### src/rtl/seg7_pkg.sv
// rtl/seg7_pkg.sv - shared segment patterns, anode idle value and scan phase type
package seg7_pkg;

    // Active-low cathode patterns, dp bit (7) held off
    localparam logic [7:0] SEG_0   = 8'hC0;
    localparam logic [7:0] SEG_1   = 8'hF9;
    localparam logic [7:0] SEG_2   = 8'hA4;
    localparam logic [7:0] SEG_3   = 8'hB0;
    localparam logic [7:0] SEG_4   = 8'h99;
    localparam logic [7:0] SEG_5   = 8'h92;
    localparam logic [7:0] SEG_6   = 8'h82;
    localparam logic [7:0] SEG_7   = 8'hF8;
    localparam logic [7:0] SEG_8   = 8'h80;
    localparam logic [7:0] SEG_9   = 8'h98;
    localparam logic [7:0] SEG_A   = 8'h88;
    localparam logic [7:0] SEG_B   = 8'h83;
    localparam logic [7:0] SEG_C   = 8'hC6;
    localparam logic [7:0] SEG_D   = 8'hA1;
    localparam logic [7:0] SEG_E   = 8'h86;
    localparam logic [7:0] SEG_F   = 8'h8E;
    localparam logic [7:0] SEG_OFF = 8'hFF;

    // Wide enough for the largest bank; sliced down to DIGITS at the use site
    localparam logic [7:0] ANODE_OFF = 8'hFF;

    typedef enum logic {
        PH_BLANK,
        PH_SHOW
    } phase_e;

endpackage

### src/rtl/hex_to_seg7.sv
// rtl/hex_to_seg7.sv - hex nibble to active-low 7-segment pattern (g..a)
module hex_to_seg7
    import seg7_pkg::*;
(
    input  logic [3:0] hex,
    output logic [6:0] seg
);

    always_comb begin
        seg = SEG_OFF[6:0];
        case (hex)
            4'h0:    seg = SEG_0[6:0];
            4'h1:    seg = SEG_1[6:0];
            4'h2:    seg = SEG_2[6:0];
            4'h3:    seg = SEG_3[6:0];
            4'h4:    seg = SEG_4[6:0];
            4'h5:    seg = SEG_5[6:0];
            4'h6:    seg = SEG_6[6:0];
            4'h7:    seg = SEG_7[6:0];
            4'h8:    seg = SEG_8[6:0];
            4'h9:    seg = SEG_9[6:0];
            4'hA:    seg = SEG_A[6:0];
            4'hB:    seg = SEG_B[6:0];
            4'hC:    seg = SEG_C[6:0];
            4'hD:    seg = SEG_D[6:0];
            4'hE:    seg = SEG_E[6:0];
            4'hF:    seg = SEG_F[6:0];
            default: seg = SEG_OFF[6:0];
        endcase
    end

endmodule

### src/rtl/seg7_scan_ctrl.sv
// rtl/seg7_scan_ctrl.sv - time-multiplexed scan sequencer for a common-anode 7-segment bank
module seg7_scan_ctrl
    import seg7_pkg::*;
#(
    parameter int DIGITS = 8,
    parameter int DIV    = 100000,
    parameter int BLANK  = 1000
) (
    input  logic                  clk,
    input  logic                  rst_n,
    input  logic [4*DIGITS-1:0]   data_in,
    input  logic [DIGITS-1:0]     dp_in,
    input  logic [DIGITS-1:0]     en_in,
    input  logic                  load_valid,
    output logic                  load_ready,
    output logic [DIGITS-1:0]     an,
    output logic [7:0]            seg,
    output logic                  frame_done
);

    localparam int CW = (DIV > 1) ? $clog2(DIV) : 1;
    localparam int IW = (DIGITS > 1) ? $clog2(DIGITS) : 1;

    localparam logic [CW-1:0] CNT_LAST  = CW'(DIV - 1);
    localparam logic [CW-1:0] CNT_BLANK = CW'(BLANK);
    localparam logic [IW-1:0] IDX_LAST  = IW'(DIGITS - 1);

    logic [CW-1:0]          cnt;
    logic [IW-1:0]          idx;

    logic [4*DIGITS-1:0]    pending_data;
    logic [DIGITS-1:0]      pending_dp;
    logic [DIGITS-1:0]      pending_en;
    logic                   pending_full;

    logic [4*DIGITS-1:0]    shadow_data;
    logic [DIGITS-1:0]      shadow_dp;
    logic [DIGITS-1:0]      shadow_en;

    logic                   slot_end;
    logic                   frame_end;
    logic                   load_fire;
    phase_e                 phase;
    logic [3:0]             nibble;
    logic [6:0]             glyph;
    logic [DIGITS-1:0]      an_next;
    logic [7:0]             seg_next;

    assign load_ready = ~pending_full;

    always_comb begin
        slot_end  = (cnt == CNT_LAST);
        frame_end = slot_end && (idx == IDX_LAST);
        load_fire = load_valid && !pending_full;
        phase     = (cnt < CNT_BLANK) ? PH_BLANK : PH_SHOW;
        nibble    = shadow_data[{idx, 2'b00} +: 4];
    end

    hex_to_seg7 u_hex_to_seg7 (
        .hex (nibble),
        .seg (glyph)
    );

    // Next-cycle pin values; registered below so an/seg lag cnt/idx by one cycle
    always_comb begin
        an_next  = ANODE_OFF[DIGITS-1:0];
        seg_next = SEG_OFF;
        if (phase == PH_SHOW && shadow_en[idx]) begin
            an_next  = ~(DIGITS'(1) << idx);
            seg_next = {~shadow_dp[idx], glyph};
        end
    end

    always_ff @(posedge clk) begin
        if (!rst_n) begin
            cnt <= '0;
            idx <= '0;
        end else begin
            if (slot_end) begin
                cnt <= '0;
                idx <= (idx == IDX_LAST) ? '0 : idx + 1'b1;
            end else begin
                cnt <= cnt + 1'b1;
            end
        end
    end

    // Shadow only changes at a frame boundary, so a frame is never torn;
    // a load accepted on the boundary itself waits for the following one.
    always_ff @(posedge clk) begin
        if (!rst_n) begin
            pending_data <= '0;
            pending_dp   <= '0;
            pending_en   <= '0;
            pending_full <= 1'b0;
            shadow_data  <= '0;
            shadow_dp    <= '0;
            shadow_en    <= '0;
        end else begin
            if (frame_end && pending_full) begin
                shadow_data <= pending_data;
                shadow_dp   <= pending_dp;
                shadow_en   <= pending_en;
            end
            if (load_fire) begin
                pending_data <= data_in;
                pending_dp   <= dp_in;
                pending_en   <= en_in;
                pending_full <= 1'b1;
            end else if (frame_end) begin
                pending_full <= 1'b0;
            end
        end
    end

    always_ff @(posedge clk) begin
        if (!rst_n) begin
            an         <= ANODE_OFF[DIGITS-1:0];
            seg        <= SEG_OFF;
            frame_done <= 1'b0;
        end else begin
            an         <= an_next;
            seg        <= seg_next;
            frame_done <= frame_end;
        end
    end

endmodule

### config.mk
export PLATFORM = sky130hd
export DESIGN_NAME = seg7_scan_ctrl
export DESIGN_NICKNAME = d
export VERILOG_FILES = /design/src/rtl/seg7_pkg.sv /design/src/rtl/hex_to_seg7.sv /design/src/rtl/seg7_scan_ctrl.sv
export SDC_FILE = /design/constraint.sdc
export NUM_CORES = 1
export LEC_CHECK = 0
export CAP_MARGIN = 15
export CORE_ASPECT_RATIO = 0.75
export CORE_MARGIN = 2
export CORE_UTILIZATION = 55
export DETAILED_ROUTE_END_ITERATION = 10
export GPL_TIMING_DRIVEN = 0
export PLACE_DENSITY = 0.84
export SYNTH_ARGS = -nofsm -noshare
export SYNTH_HDL_FRONTEND = slang
export SYNTH_SLANG_ARGS = --single-unit
### constraint.sdc
create_clock -name clk -period 3.1 [get_ports clk]
set_input_delay 0.62 -clock clk [delete_from_list [all_inputs] [get_ports clk]]
set_output_delay 0.62 -clock clk [all_outputs]
set_load 0.1 [all_outputs]
==> results of run 1 <==
-- cells by family after synthesis --
| family | synth area share, % |
|---|---|
| mux | 15.40 |
| simple gates | 19.46 |
| compound gates | 9.109 |
| xor+xnor | 2.172 |
| fa+ha+maj | 2.660 |
| buf+inv | 3.679 |
| flops | 47.52 |
-- sequential cells by signal, summed over array words and instances (netlist names) --
signal / flops
pending_en: 8
pending_data: 32
seg: 8
an: 8
shadow_dp: 8
pending_dp: 8
cnt: 17
idx: 3
shadow_en: 8
shadow_data: 32
pending_full: 1
frame_done: 1
-- Yosys cell counts (2+ instances only) --
library cell  number  share of area, %
a21oi_1            3              0.27
and2_1             5              0.55
nor2_1            18               1.2
a21boi_0          48               6.4
o21ai_0            5              0.44
buf_1              3              0.20
nand3_1            7              0.62
and2_4             2              0.31
xnor2_1            6              0.93
nor2b_1           52               5.8
xor2_1             8               1.2
mux2i_1           52               9.2
o221ai_1           3              0.47
buf_4              2              0.27
mux4_1            12               5.6
ha_1              12               2.7
dfxtp_1          134                48
buf_2              4              0.35
nor3_1             2              0.18
o211ai_1           3              0.40
buf_6              5               1.0
inv_1              8              0.53
nor4_1             3              0.33
nand4_1            4              0.44
clkbuf_1          19               1.3
and4_1             2              0.31
o211a_1            2              0.35
nand2_1          122               8.1
and3_1             4              0.44
-- metrics by stage --
| step | worst slack [ns] | instances | cell area (um2) | utilization (%) |
|---|---|---|---|---|
| 3_3_place_gp | 0.4703 | 767 | 6491 | 66.15 |
| 6_report | 0.2764 | 799 | 7138 | 72.74 |
| 3_5_place_dp | 0.3346 | 767 | 6491 | 66.15 |
| 5_1_grt | 0.1206 | 799 | 7138 | 72.74 |
| 2_1_floorplan | 0.8007 | 567 | 5645 | - |
| 4_1_cts | 0.2742 | 799 | 7138 | 72.74 |
-- cell type report --
cell class | count | area [um2]
Clock inverter | 12 | 200.2
Buffer | 33 | 173.9
Clock buffer | 20 | 446.7
Fill cell | 688 | 2675
Inverter | 9 | 33.78
Sequential cell | 134 | 2683
Tap cell | 132 | 165.2
Timing Repair Buffer | 68 | 680.7
Multi-Input combinational cell | 391 | 2755
-- tightest hold or removal path, stage by stage, from the launching register on --
cell,delay (ns)
dfxtp_1,0.31
nand2_1,0.05
a21boi_0,0.06
-- power by group through the flow --
stage,clock [mW],combinational (mW),sequential [mW]
5_1_grt,2.29,0.217,1.79
4_1_cts,2.20,0.200,1.79
2_1_floorplan,0,0.0991,1.82
3_5_place_dp,0,0.199,1.82
3_3_place_gp,0,0.193,1.82
6_report,2.20,0.201,1.79
-- metal layers --
| metal | vias up | global-route usage, % | wire (um) |
|---|---|---|---|
| li1 | 2101 | - | - |
| met1 | 2035 | 31.11 | 5798 |
| met2 | 144 | 37.64 | 6049 |
| met3 | 17 | 5.286 | 803 |
| met4 | 0 | 9.109 | 179 |
| met5 | - | 0 | 0 |
-- worst paths after layout --
path                          end  slack, ns
setup / recovery           seg[4]       0.28
setup reg to reg           seg[4]       0.28
hold / removal    pending_data[7]       0.47
hold reg to reg   pending_data[7]       0.47
==> flow_metrics.tcl, run 1 <==
set metrics [dict create \
    cp-startpoint "idx[0]" \
    end_kind "flip-flop" \
    cts_setup_buffers 0 \
    track_usage_pct 23.56 \
    setup_viol 0 \
    maxCapViolations 0 \
    fmax_mhz 354.2 \
    cp_max_fo 10 \
    postCtsResizedCells 0 \
    grt_pass1_vias 4153 \
    fin_tns_setup_ns 0 \
    path_delay_family "multiplexers" \
    syn_area_per_cell_um2 9.957 \
    syn_area_um2 5645 \
    ys_ff_latch 134 \
    slowest_stage "mux4_1" \
    grt_start_max_net_pins 17 \
    cts_buffers 17 \
    maxSlewHeadroom_pct 35.18 \
    overflow 0 \
    num_io_pins 69 \
    powerDensity_nw_per_um2 586.2 \
    final_hold_viol_count 0 \
    worstSetupPathDepth 10 \
    drtIter0Drc 264 \
    grt_pass1_wl_um 20360 \
    syn_inst 567 \
    reg2reg_from "idx[0]" \
    drt-total-wl_um 12830 \
    area_growth_pct 26.44 \
    post-dp-hpwl_um 9036 \
    antenna_found_initial 0 \
    finalCriticalPeriod_ns 2.824 \
    portBuffers 68 \
    clock-sinks 134 \
    power_frac_comb_pct 4.8 \
    cp_cell_sequence "buf_6 -> buf_6 -> mux4_1 -> mux2i_1 -> inv_1 -> ha_1 -> inv_1 -> nor2_1 -> o21ai_0 -> o211ai_1" \
    crit_buf_inv 4 \
    num_vias 4297 \
    clkTransAtPathRegs_ns 0.06 \
    cp_data_required_time_ns 3.38 \
    final_common_cell "dfxtp_1" \
    holdWs_ns 0.4661 \
    core_area_um2 9813 \
    crit_type "flip-flop to flip-flop" \
    switching_power_uw 870.4 \
    slowest_delay_ns 0.63 \
    synth_edf_count 0 \
    hold_depth 2 \
    fin_skew_ns 0.006795 \
    final_cell_mix "dfxtp_1, nand2_1, clkdlybuf4s50_1" \
    antenna_cells 0 \
    cts_buffer_depth 2 \
    via_per_inst 5.378 \
    seq_power_share_pct 42.7 \
    ys.flop_type "dfxtp_1" \
    status "finished clean" \
    h-tree-depth 4 \
    yosys.cell_types.count 46 \
    hp-start "pending_data[7]" \
    drc 0 \
    synth_fp_nets 630 \
    hold_path_class "flip-flop to flip-flop" \
    clk_latency_ns 0.42 \
    chipHeight_um 91.74 \
    ant_nets 0 \
    yosysSeqAreaShare_pct 47.52 \
    root_buffer "clkbuf_16" \
    rr_worst_depth 10 \
    dieWidth_um 121.0 \
    fin_crit_sh_pct 91.08 \
    tritoncts "built" \
    ys_async_sr_fraction_pct 0 \
    ir_worst_vdd_mv 0.4341 \
    crit_arrival_ns 3.10 \
    report.final.slew_viol_count 0 \
    switching_share_pct 20.80 \
    fin_nets 717 \
    rsz0062_at_grt "false" \
    yosys_warnings 0 \
    clkPwrFrac_pct 52.5 \
    cp-start-kind "flip-flop" \
    layout-drive-gt1-share_pct 7.496 \
    total_power_mw 4.185 \
    gp_congestion 0.8723 \
    ctsHoldBuffers 0 \
    dr.pass1.iters 4 \
    start_util_pct 57.53 \
    fp.dieArea_um2 11100 \
    leakage_nw 3.036 \
    tightest_slew_ns 0.9693 \
    power.internal_mw 3.314 \
    detail_route.wl_per_cell_um 16.06 \
    rows 31 \
]
Power figures use the tool's default switching activity.
==> inputs of run 2 (changes only) <==
--- a/config.mk
+++ b/config.mk
@@ -7,7 +7,6 @@
 export LEC_CHECK = 0
 export CAP_MARGIN = 15
 export CORE_ASPECT_RATIO = 0.75
-export CORE_MARGIN = 2
 export CORE_UTILIZATION = 55
 export DETAILED_ROUTE_END_ITERATION = 10
 export GPL_TIMING_DRIVEN = 0
==> run 2 against run 1 <==
Combinational power about the same. Register-to-register slack improved by 0.03 ns. Sequential power hardly changed. Setup slack improved by 0.028 ns. Critical path depth unchanged. Cell count is the same. Clock skew grew 0.0042 ns. Clock-buffer cell count did not move. Critical endpoint unchanged. Largest cell class unchanged. Largest power group unchanged.
==> flow_metrics.tcl, run 2 (same netlist as run 1, synthesis figures left out) <==
set metrics [dict create \
    status "finished clean" \
    ant_nets 0 \
    setup_viol 0 \
    ir_worst_vdd_mv 0.4026 \
    end_kind "flip-flop" \
    h-tree-depth 4 \
    num_vias 4269 \
    antenna_found_initial 0 \
    cts_buffers 17 \
    dr.pass1.iters 5 \
    dieWidth_um 119.0 \
    postCtsResizedCells 0 \
    endpoint "seg[4]" \
    maxSlewHeadroom_pct 35.53 \
    reg2reg_from "idx[0]" \
    antenna_cells 0 \
    grt_pass1_vias 4340 \
    cts_setup_buffers 0 \
    fin_crit_sh_pct 90.19 \
    report.final.slew_viol_count 0 \
    reg2reg_setup_slack_ns 0.30 \
    cp-start-kind "flip-flop" \
    postLayoutCellArea_um2 7156 \
    detail_route.wl_per_cell_um 15.98 \
    cp-startpoint "idx[0]" \
    area_growth_pct 26.75 \
    final_cell_mix "dfxtp_1, nand2_1, clkdlybuf4s50_1" \
    powerDensity_nw_per_um2 588.0 \
    rows 31 \
    portBuffers 68 \
    num_io_pins 69 \
    fin_skew_ns 0.01095 \
    cts_buffer_depth 2 \
    crit_type "flip-flop to flip-flop" \
    r2r_end "seg[4]" \
    final_hold_viol_count 0 \
    tightest_slew_ns 0.9641 \
    core_area_um2 9813 \
    rr_worst_depth 10 \
    hold_path_class "flip-flop to flip-flop" \
    clock-sinks 134 \
    start_util_pct 57.53 \
    drt-total-wl_um 12770 \
    track_usage_pct 25.33 \
    gp_congestion 0.8681 \
    drc 0 \
    fin_tns_setup_ns 0 \
    grt_start_max_net_pins 17 \
    via_per_inst 5.343 \
    root_buffer "clkbuf_16" \
    tritoncts "built" \
    clkTransAtPathRegs_ns 0.06 \
    finalCriticalPeriod_ns 2.796 \
    top_regs "pending_data (32), shadow_data (32), cnt (17)" \
    cp_max_fo 10 \
    fp.dieArea_um2 10680 \
    fin_nets 717 \
    place_area_um2 6491 \
    overflow 0 \
    leakage_nw 3.052 \
    crit_arrival_ns 3.08 \
    post-dp-hpwl_um 8836 \
    drtIter0Drc 320 \
    grt_pass1_wl_um 20970 \
    layout-drive-gt1-share_pct 7.796 \
    maxCapViolations 0 \
    chipHeight_um 89.74 \
    cp_data_required_time_ns 3.38 \
    clk_latency_ns 0.41 \
    ctsHoldBuffers 0 \
    final_common_cell "dfxtp_1" \
    nFillCells 698 \
    fmax_mhz 357.7 \
    rsz0062_at_grt "false" \
]
run 2: cell types whose count changed in the layout (fill, tap and decap cells not counted):
cell and change:
clkbuf_1 -2, clkinv_2 +1, clkinvlp_4 -1, clkbuf_8 +2
run 2: how the worst min path moves through the flow:
stage	endpoint	cells after the start	slack [ns]	from
CTS	pending_en[5]	2	0.47	pending_en[5]
global route	pending_data[19]	2	0.49	pending_data[19]
finish	pending_en[5]	2	0.47	pending_en[5]
floorplan	cnt[0]	1	0.43	cnt[0]
global placement	cnt[0]	1	0.44	cnt[0]
detailed placement	pending_dp[6]	2	0.46	pending_dp[6]
run 2: cell type report:
| class | instances | area, um2 | share of cell area (%) |
|---|---|---|---|
| timing repair buffer | 68 | 680.7 | 9.512 |
| clock inverter | 12 | 197.7 | 2.763 |
| multi-input combinational | 391 | 2755 | 38.50 |
| clock buffer | 20 | 466.7 | 6.522 |
| buffer | 33 | 173.9 | 2.430 |
| sequential | 134 | 2683 | 37.49 |
| inverter | 9 | 33.78 | 0.4721 |
| tap | 132 | 165.2 | 2.308 |
run 2: through the flow:
step / setup WS (ns) / std cells / util (%) / power (mW) / hold WS, ns
final: 0.3040 / 799 / 72.92 / 4.208 / 0.4659
after global routing: 0.1094 / 799 / 72.92 / 4.339 / 0.4919
after CTS: 0.3138 / 799 / 72.92 / 4.226 / 0.4670
after detailed placement: 0.3539 / 767 / 66.15 / 2.021 / 0.4574
after global placement: 0.4855 / 767 / 66.15 / 2.013 / 0.4414
after floorplan: 0.8007 / 567 / - / 1.915 / 0.4297
run 2: power by group:
part	switching, mW	internal, mW
logic	0.0969	0.103
registers	0.0256	1.76
clock network	0.729	1.49
run 2: routing by layer:
metal  global-route usage [%]  routed length [um]  share of wire [%]  vias to the layer above
met1                    32.71                5952                 47                     2036
li1                         -                   -                  -                     2094
met4                    12.34                 156                1.2                        0
met5                        0                   0                  0                        -
met3                    5.330                 626                4.9                       16
met2                    40.36                6032                 47                      123
run 2: worst max-delay path, cell delays in order (launching register included):
cell	delay, ns
dfxtp_1	0.40
buf_6	0.16
buf_6	0.18
mux4_1	0.62
mux2i_1	0.43
inv_1	0.18
ha_1	0.28
inv_1	0.08
nor2_1	0.05
o21ai_0	0.16
o211ai_1	0.12
==> inputs of run 3 (changes only) <==
--- a/config.mk
+++ b/config.mk
@@ -7,10 +7,11 @@
 export LEC_CHECK = 0
 export CAP_MARGIN = 15
 export CORE_ASPECT_RATIO = 0.75
-export CORE_UTILIZATION = 55
+export CORE_MARGIN = 3
+export CORE_UTILIZATION = 40
 export DETAILED_ROUTE_END_ITERATION = 10
 export GPL_TIMING_DRIVEN = 0
-export PLACE_DENSITY = 0.84
+export PLACE_DENSITY = 0.66
 export SYNTH_ARGS = -nofsm -noshare
 export SYNTH_HDL_FRONTEND = slang
 export SYNTH_SLANG_ARGS = --single-unit
==> run 3 against run 2 <==
Combinational power about the same. Global-route usage shrank 8.1 points. Sequential power barely moved. Wire length decreased by 0.12%. Setup slack better by 0.020 ns. Sequential share of layout area increased by 0.16 points. Flip-flop and latch count stayed put. Hold slack worse by 0.0048 ns. Critical path type unchanged. Largest power group unchanged.
==> flow_metrics.tcl, run 3 (same netlist as run 1, synthesis figures left out) <==
set metrics [dict create \
    dr.pass1.iters 4 \
    tightest_slew_ns 0.9800 \
    fmax_mhz 360.2 \
    layout-drive-gt1-share_pct 7.046 \
    cp-start-kind "flip-flop" \
    overflow 0 \
    cts_setup_buffers 0 \
    drtIter0Drc 187 \
    fin_nets 717 \
    drt-total-wl_um 12750 \
    fin_cells 838 \
    finalCriticalPeriod_ns 2.776 \
    status "finished clean" \
    maxSlewHeadroom_pct 34.46 \
    final_hold_viol_count 0 \
    ctsHoldBuffers 0 \
    top_regs "pending_data (32), shadow_data (32), cnt (17)" \
    area_growth_pct 26.20 \
    nFillCells 1192 \
    fin_tns_setup_ns 0 \
    total_power_mw 3.974 \
    leakage_nw 3.014 \
    multiInputGateArea_um2 2755 \
    setup_viol 0 \
    powerDensity_nw_per_um2 557.8 \
    final_common_cell "dfxtp_1" \
    end_kind "flip-flop" \
    antenna_cells 0 \
    cts_buffers 17 \
    grt_start_max_net_pins 17 \
    core_area_um2 13380 \
    fin_crit_sh_pct 89.54 \
    clock-sinks 134 \
    post-dp-hpwl_um 9382 \
    via_per_inst 4.919 \
    gp_congestion 0.8833 \
    drc 0 \
    hold_path_class "flip-flop to flip-flop" \
    grt_pass1_wl_um 20760 \
    detail_route.wl_per_cell_um 15.22 \
    crit_arrival_ns 3.07 \
    final_cell_mix "dfxtp_1, nand2_1, clkdlybuf4s50_1" \
    rsz0062_at_grt "false" \
    cts_buffer_depth 2 \
    grt_pass1_vias 4107 \
    ir_worst_vdd_mv 0.4097 \
    portBuffers 68 \
    maxCapViolations 0 \
    tritoncts "built" \
    rows 36 \
    chipHeight_um 108.9 \
    antenna_found_initial 0 \
    start_util_pct 42.20 \
    clkTransAtPathRegs_ns 0.06 \
    num_io_pins 69 \
    fin_ws_ns 0.3241 \
    num_vias 4122 \
    root_buffer "clkbuf_16" \
    h-tree-depth 4 \
    dp_cells 806 \
    postCtsResizedCells 0 \
    clk_latency_ns 0.42 \
    fp.dieArea_um2 15590 \
    dieWidth_um 143.2 \
    ant_nets 0 \
    cp_data_required_time_ns 3.39 \
    report.final.slew_viol_count 0 \
    fin_skew_ns 0.01034 \
    dp_slack_ns 0.3513 \
    register_area_um2 2683 \
    cp_max_fo 10 \
    track_usage_pct 17.24 \
    crit_type "flip-flop to flip-flop" \
]
## run 3: cell count changes in the layout (fill, tap and decap cells not counted)
cell / change
clkinv_2: +1
clkbuf_8: -2
inv_6: -1
bufinv_16: -2
clkbuf_1: +5
clkinvlp_4: -1
## run 3: worst paths after layout
kind | start | depth (start not counted) | slack (ns) | end
worst min-delay path | pending_data[30] | 2 | 0.46 | pending_data[30]
worst max register to register | idx[0] | 10 | 0.32 | seg[4]
worst max-delay path | idx[0] | 10 | 0.32 | seg[4]
worst min register to register | pending_data[30] | 2 | 0.46 | pending_data[30]
## run 3: area by class of cell
type	instances	share of cell area, %
inverter	9	0.4742
multi-input combinational	391	38.67
sequential	134	37.65
tap	171	3.003
buffer	33	2.441
clock buffer	23	6.428
timing repair buffer	68	9.554
clock inverter	9	1.774
## run 3: metrics by stage
stage / area [um2] / hold WS [ns] / util, %
after floorplan: 5645 / 0.4297 / -
after global placement: 6540 / 0.4441 / 48.89
after detailed placement: 6540 / 0.4572 / 48.89
after CTS: 7124 / 0.4647 / 53.25
after global routing: 7124 / 0.4891 / 53.25
final: 7124 / 0.4611 / 53.25
## run 3: power by group
group	leakage, nW	internal [mW]	switching, mW	total [mW]
clock	0.285	1.28	0.705	1.99
combinational	1.64	0.103	0.0966	0.200
sequential	1.09	1.76	0.0256	1.79
## run 3: per-layer routing
layer  up-vias  global-route usage (%)  routed length (um)
li1       2095                       -                   -
met1      1928                   23.48                6614
met2        91                   26.68                5501
met3         8                   5.787                 581
met4         0                   3.867                  55
met5         -                       0                   0
## run 3: worst max-delay path, cell delays in order (launching register included)
cell and delay [ns]:
dfxtp_1 0.39, buf_6 0.15, buf_6 0.18, mux4_1 0.64
mux2i_1 0.41, inv_1 0.17, ha_1 0.28, inv_1 0.08
nor2_1 0.06, o21ai_0 0.17, o211ai_1 0.11
==> patch (flow settings as in run 2) <==
Put one more register stage on the output `seg`, without a reset. The value now appears one clock later. The other outputs are not delayed to match. Comments in the files are not updated.
--- a/src/rtl/seg7_scan_ctrl.sv
+++ b/src/rtl/seg7_scan_ctrl.sv
@@ -25,4 +25,6 @@
     localparam logic [CW-1:0] CNT_BLANK = CW'(BLANK);
     localparam logic [IW-1:0] IDX_LAST  = IW'(DIGITS - 1);
+
+    logic [7:0] seg_s0;
 
     logic [CW-1:0]          cnt;
@@ -117,13 +119,17 @@
         if (!rst_n) begin
             an         <= ANODE_OFF[DIGITS-1:0];
-            seg        <= SEG_OFF;
+            seg_s0     <= SEG_OFF;
             frame_done <= 1'b0;
         end else begin
             an         <= an_next;
-            seg        <= seg_next;
+            seg_s0     <= seg_next;
             frame_done <= frame_end;
         end
     end
 
+    always_ff @(posedge clk) begin
+        seg <= seg_s0;
+    end
+
 endmodule
 
Function: changed (a bounded check fails within 4 cycles, from zero or initial values and one cycle with rst_n low).
==> patch against run 2 <==
  * Power is 1.5% lower
  * Wire length is 6.1% lower
  * Worst setup slack better by 0.10 ns
  * Clock skew is 0.0043 ns lower
  * Sequential cell count is 8 higher
  * Design area is 2.4% lower
  * First-iteration DRC count is 12% higher
  * Count of clock-buffer cells in the layout is 2 lower
  * Synthesized area is 2.0% lower
  * Critical endpoint is now seg_s0[6]
  * Largest cell class is now registers
  * Largest power group unchanged
==> patch: results (changes against run 2) <==
* Worst Tran Pin Value at 0.973 ns (was 0.964 ns)
* Ys Warns at 0 (unchanged)
* PortBufs at 68 (unchanged)
* Vias in the first global route at 4136 (was 4340)
* Leak Pwr at 3.01 nW (was 3.05 nW)
* Clock latency on the worst-skew pair at 0.42 ns
* Yosys cell types at 41 (was 46)
* Largest stage delay, worst path at 0.52 ns (was 0.62 ns)
* Compound-Gate Fraction of Synth Area at 6.43% (was 9.11%)
* H-tree depth at 4 (unchanged)
* Antenna diode count at 0 (unchanged)
* Top cells by area, synth: dfxtp_1, mux2i_1, nand2_1 (unchanged)
* Initial antenna violation count at 0 (unchanged)
* Post-Synth Adder-Cell Area at 2.71% (was 2.66%)
* DP HPWL at 8.57 mm (was 8.84 mm)
* Family with the most delay on the worst path: multiplexers (unchanged)
* Share of synthesized area spent on multiplexers at 15.4% (about the same)
* First-pass GRT wire length at 19.7 mm (was 21.0 mm)
* Largest net degree at the start of global routing at 17 (unchanged)
* Post-Route WL at 12.0 mm (was 12.8 mm)
* Number of DRC markers in iteration 0 at 358 (was 320)
* Clock-pin slew on the worst setup and hold paths at 0.06 ns (about the same)
* Ratio of cells with drive above 1 in the final layout at 8.84% (was 7.80%)
* Ys flop type: dfxtp_1 (unchanged)
* Async SR Flop Fraction at 0% (unchanged)
* Worst Path Max Fanout at 10 (unchanged)
* DR vias/cell at 5.26 (was 5.34)
* HP Class: flop to flop (unchanged)
* Total Routing Usage GR at 24.8% (was 25.3%)
* Pre-CTS setup slack at 0.428 ns (was 0.354 ns)
* Max VDD drop at 0.480 mV (was 0.403 mV)
* Max stage delay cell, worst path: mux4_2 (was mux4_1)
* Final Skew at 0.00662 ns (was 0.0110 ns)
* Status: completed (unchanged)
* Deepest clock path buffer count at 2 (unchanged)
* Post-CTS sizing at 0 (unchanged)
* Synth top cells by count: dfxtp_1, nand2_1, nor2_1 (was dfxtp_1, nand2_1, mux2i_1, nor2b_1, a21boi_0)
* DR pass1 iterations at 5 (unchanged)
* CTS buffer count at 17 (unchanged)
* Register area share after synthesis at 51.4% (was 47.5%)
* Post-CTS repair timing setup buffer count at 0 (unchanged)
* Final GP Congestion at 0.832 (was 0.868)
* Crit path DAT at 2.99 ns (was 3.08 ns)
* Number of nets in the layout at 729 (was 717)
* Synth Net Count at 642 (was 630)
* XOR/XNOR share of the synthesized area at 2.38% (was 2.17%)
## patch: cell count changes in the layout (fill, tap and decap cells not counted), moves of 8 or more
cell and change:
dfxtp_1 +8, nand3_1 +9, a21oi_1 +47, mux4_2 +8, mux4_1 -8, nor2_1 +53
nor2b_1 -44, a21boi_0 -48
## patch: power by group
group | leakage (nW) | switching [mW] | internal (mW)
combinational | 1.58 | 0.0998 | 0.0914
clock | 0.280 | 0.778 | 1.28
sequential | 1.15 | 0.0260 | 1.87
total | 3.01 | 0.904 | 3.24
## patch: cells by family (layout without fill, tap and decap cells)
| group | after synthesis | count (layout) |
|---|---|---|
| AO/OA/AOI/OAI | 63 | 63 |
| flip-flops | 142 | 142 |
| adder cells (fa/ha/maj) | 12 | 12 |
| multiplexers | 67 | 67 |
| AND/OR/NAND/NOR | 234 | 234 |
| buffers and inverters | 46 | 146 |
| XOR/XNOR | 15 | 15 |
## patch: area by class of cell
class / instances / area [um2]
timing repair buffer: 68 / 681
tap: 132 / 165
sequential: 142 / 2840
fill: 701 / 2710
inverter: 11 / 41.3
multi-input combinational: 391 / 2480
clock inverter: 14 / 168
buffer: 35 / 168
clock buffer: 18 / 439
## patch: routing by layer
| metal | global-route usage (%) | vias up | routed length (um) |
|---|---|---|---|
| li1 | - | 2118 | - |
| met2 | 42.3 | 115 | 5800 |
| met4 | 9.44 | 0 | 169 |
| met3 | 7.73 | 19 | 575 |
| met1 | 29.9 | 2011 | 5450 |
| met5 | 0 | - | 0 |
## patch: path summary, 6_finish.rpt
| check | startpoint | end | slack, ns | cells past startpoint |
|---|---|---|---|---|
| worst max-delay path | idx[0] | seg_s0[6] | 0.41 | 9 |
| worst min-delay path | seg_s0[4] | seg[4] | 0.32 | 0 |
| worst max register to register | idx[0] | seg_s0[6] | 0.41 | 9 |
| worst min register to register | seg_s0[4] | seg[4] | 0.32 | 0 |
## patch: worst register-to-register path, delay by kind of cell, from the launching register on
kind,cells,cell delay [ns]
adders and majority gates,1,0.27
buffers and inverters,3,0.54
DFF,1,0.36
muxes,3,1.26
and+or+nand+nor,2,0.14
## patch: through the flow
| step | std cells | util [%] | area, um2 |
|---|---|---|---|
| floorplan | 579 | - | 5530 |
| global route | 811 | 72.0 | 6980 |
| CTS | 811 | 72.0 | 6980 |
| global placement | 779 | 65.8 | 6380 |
| detailed placement | 779 | 65.8 | 6380 |
| finish | 811 | 72.0 | 6980 |
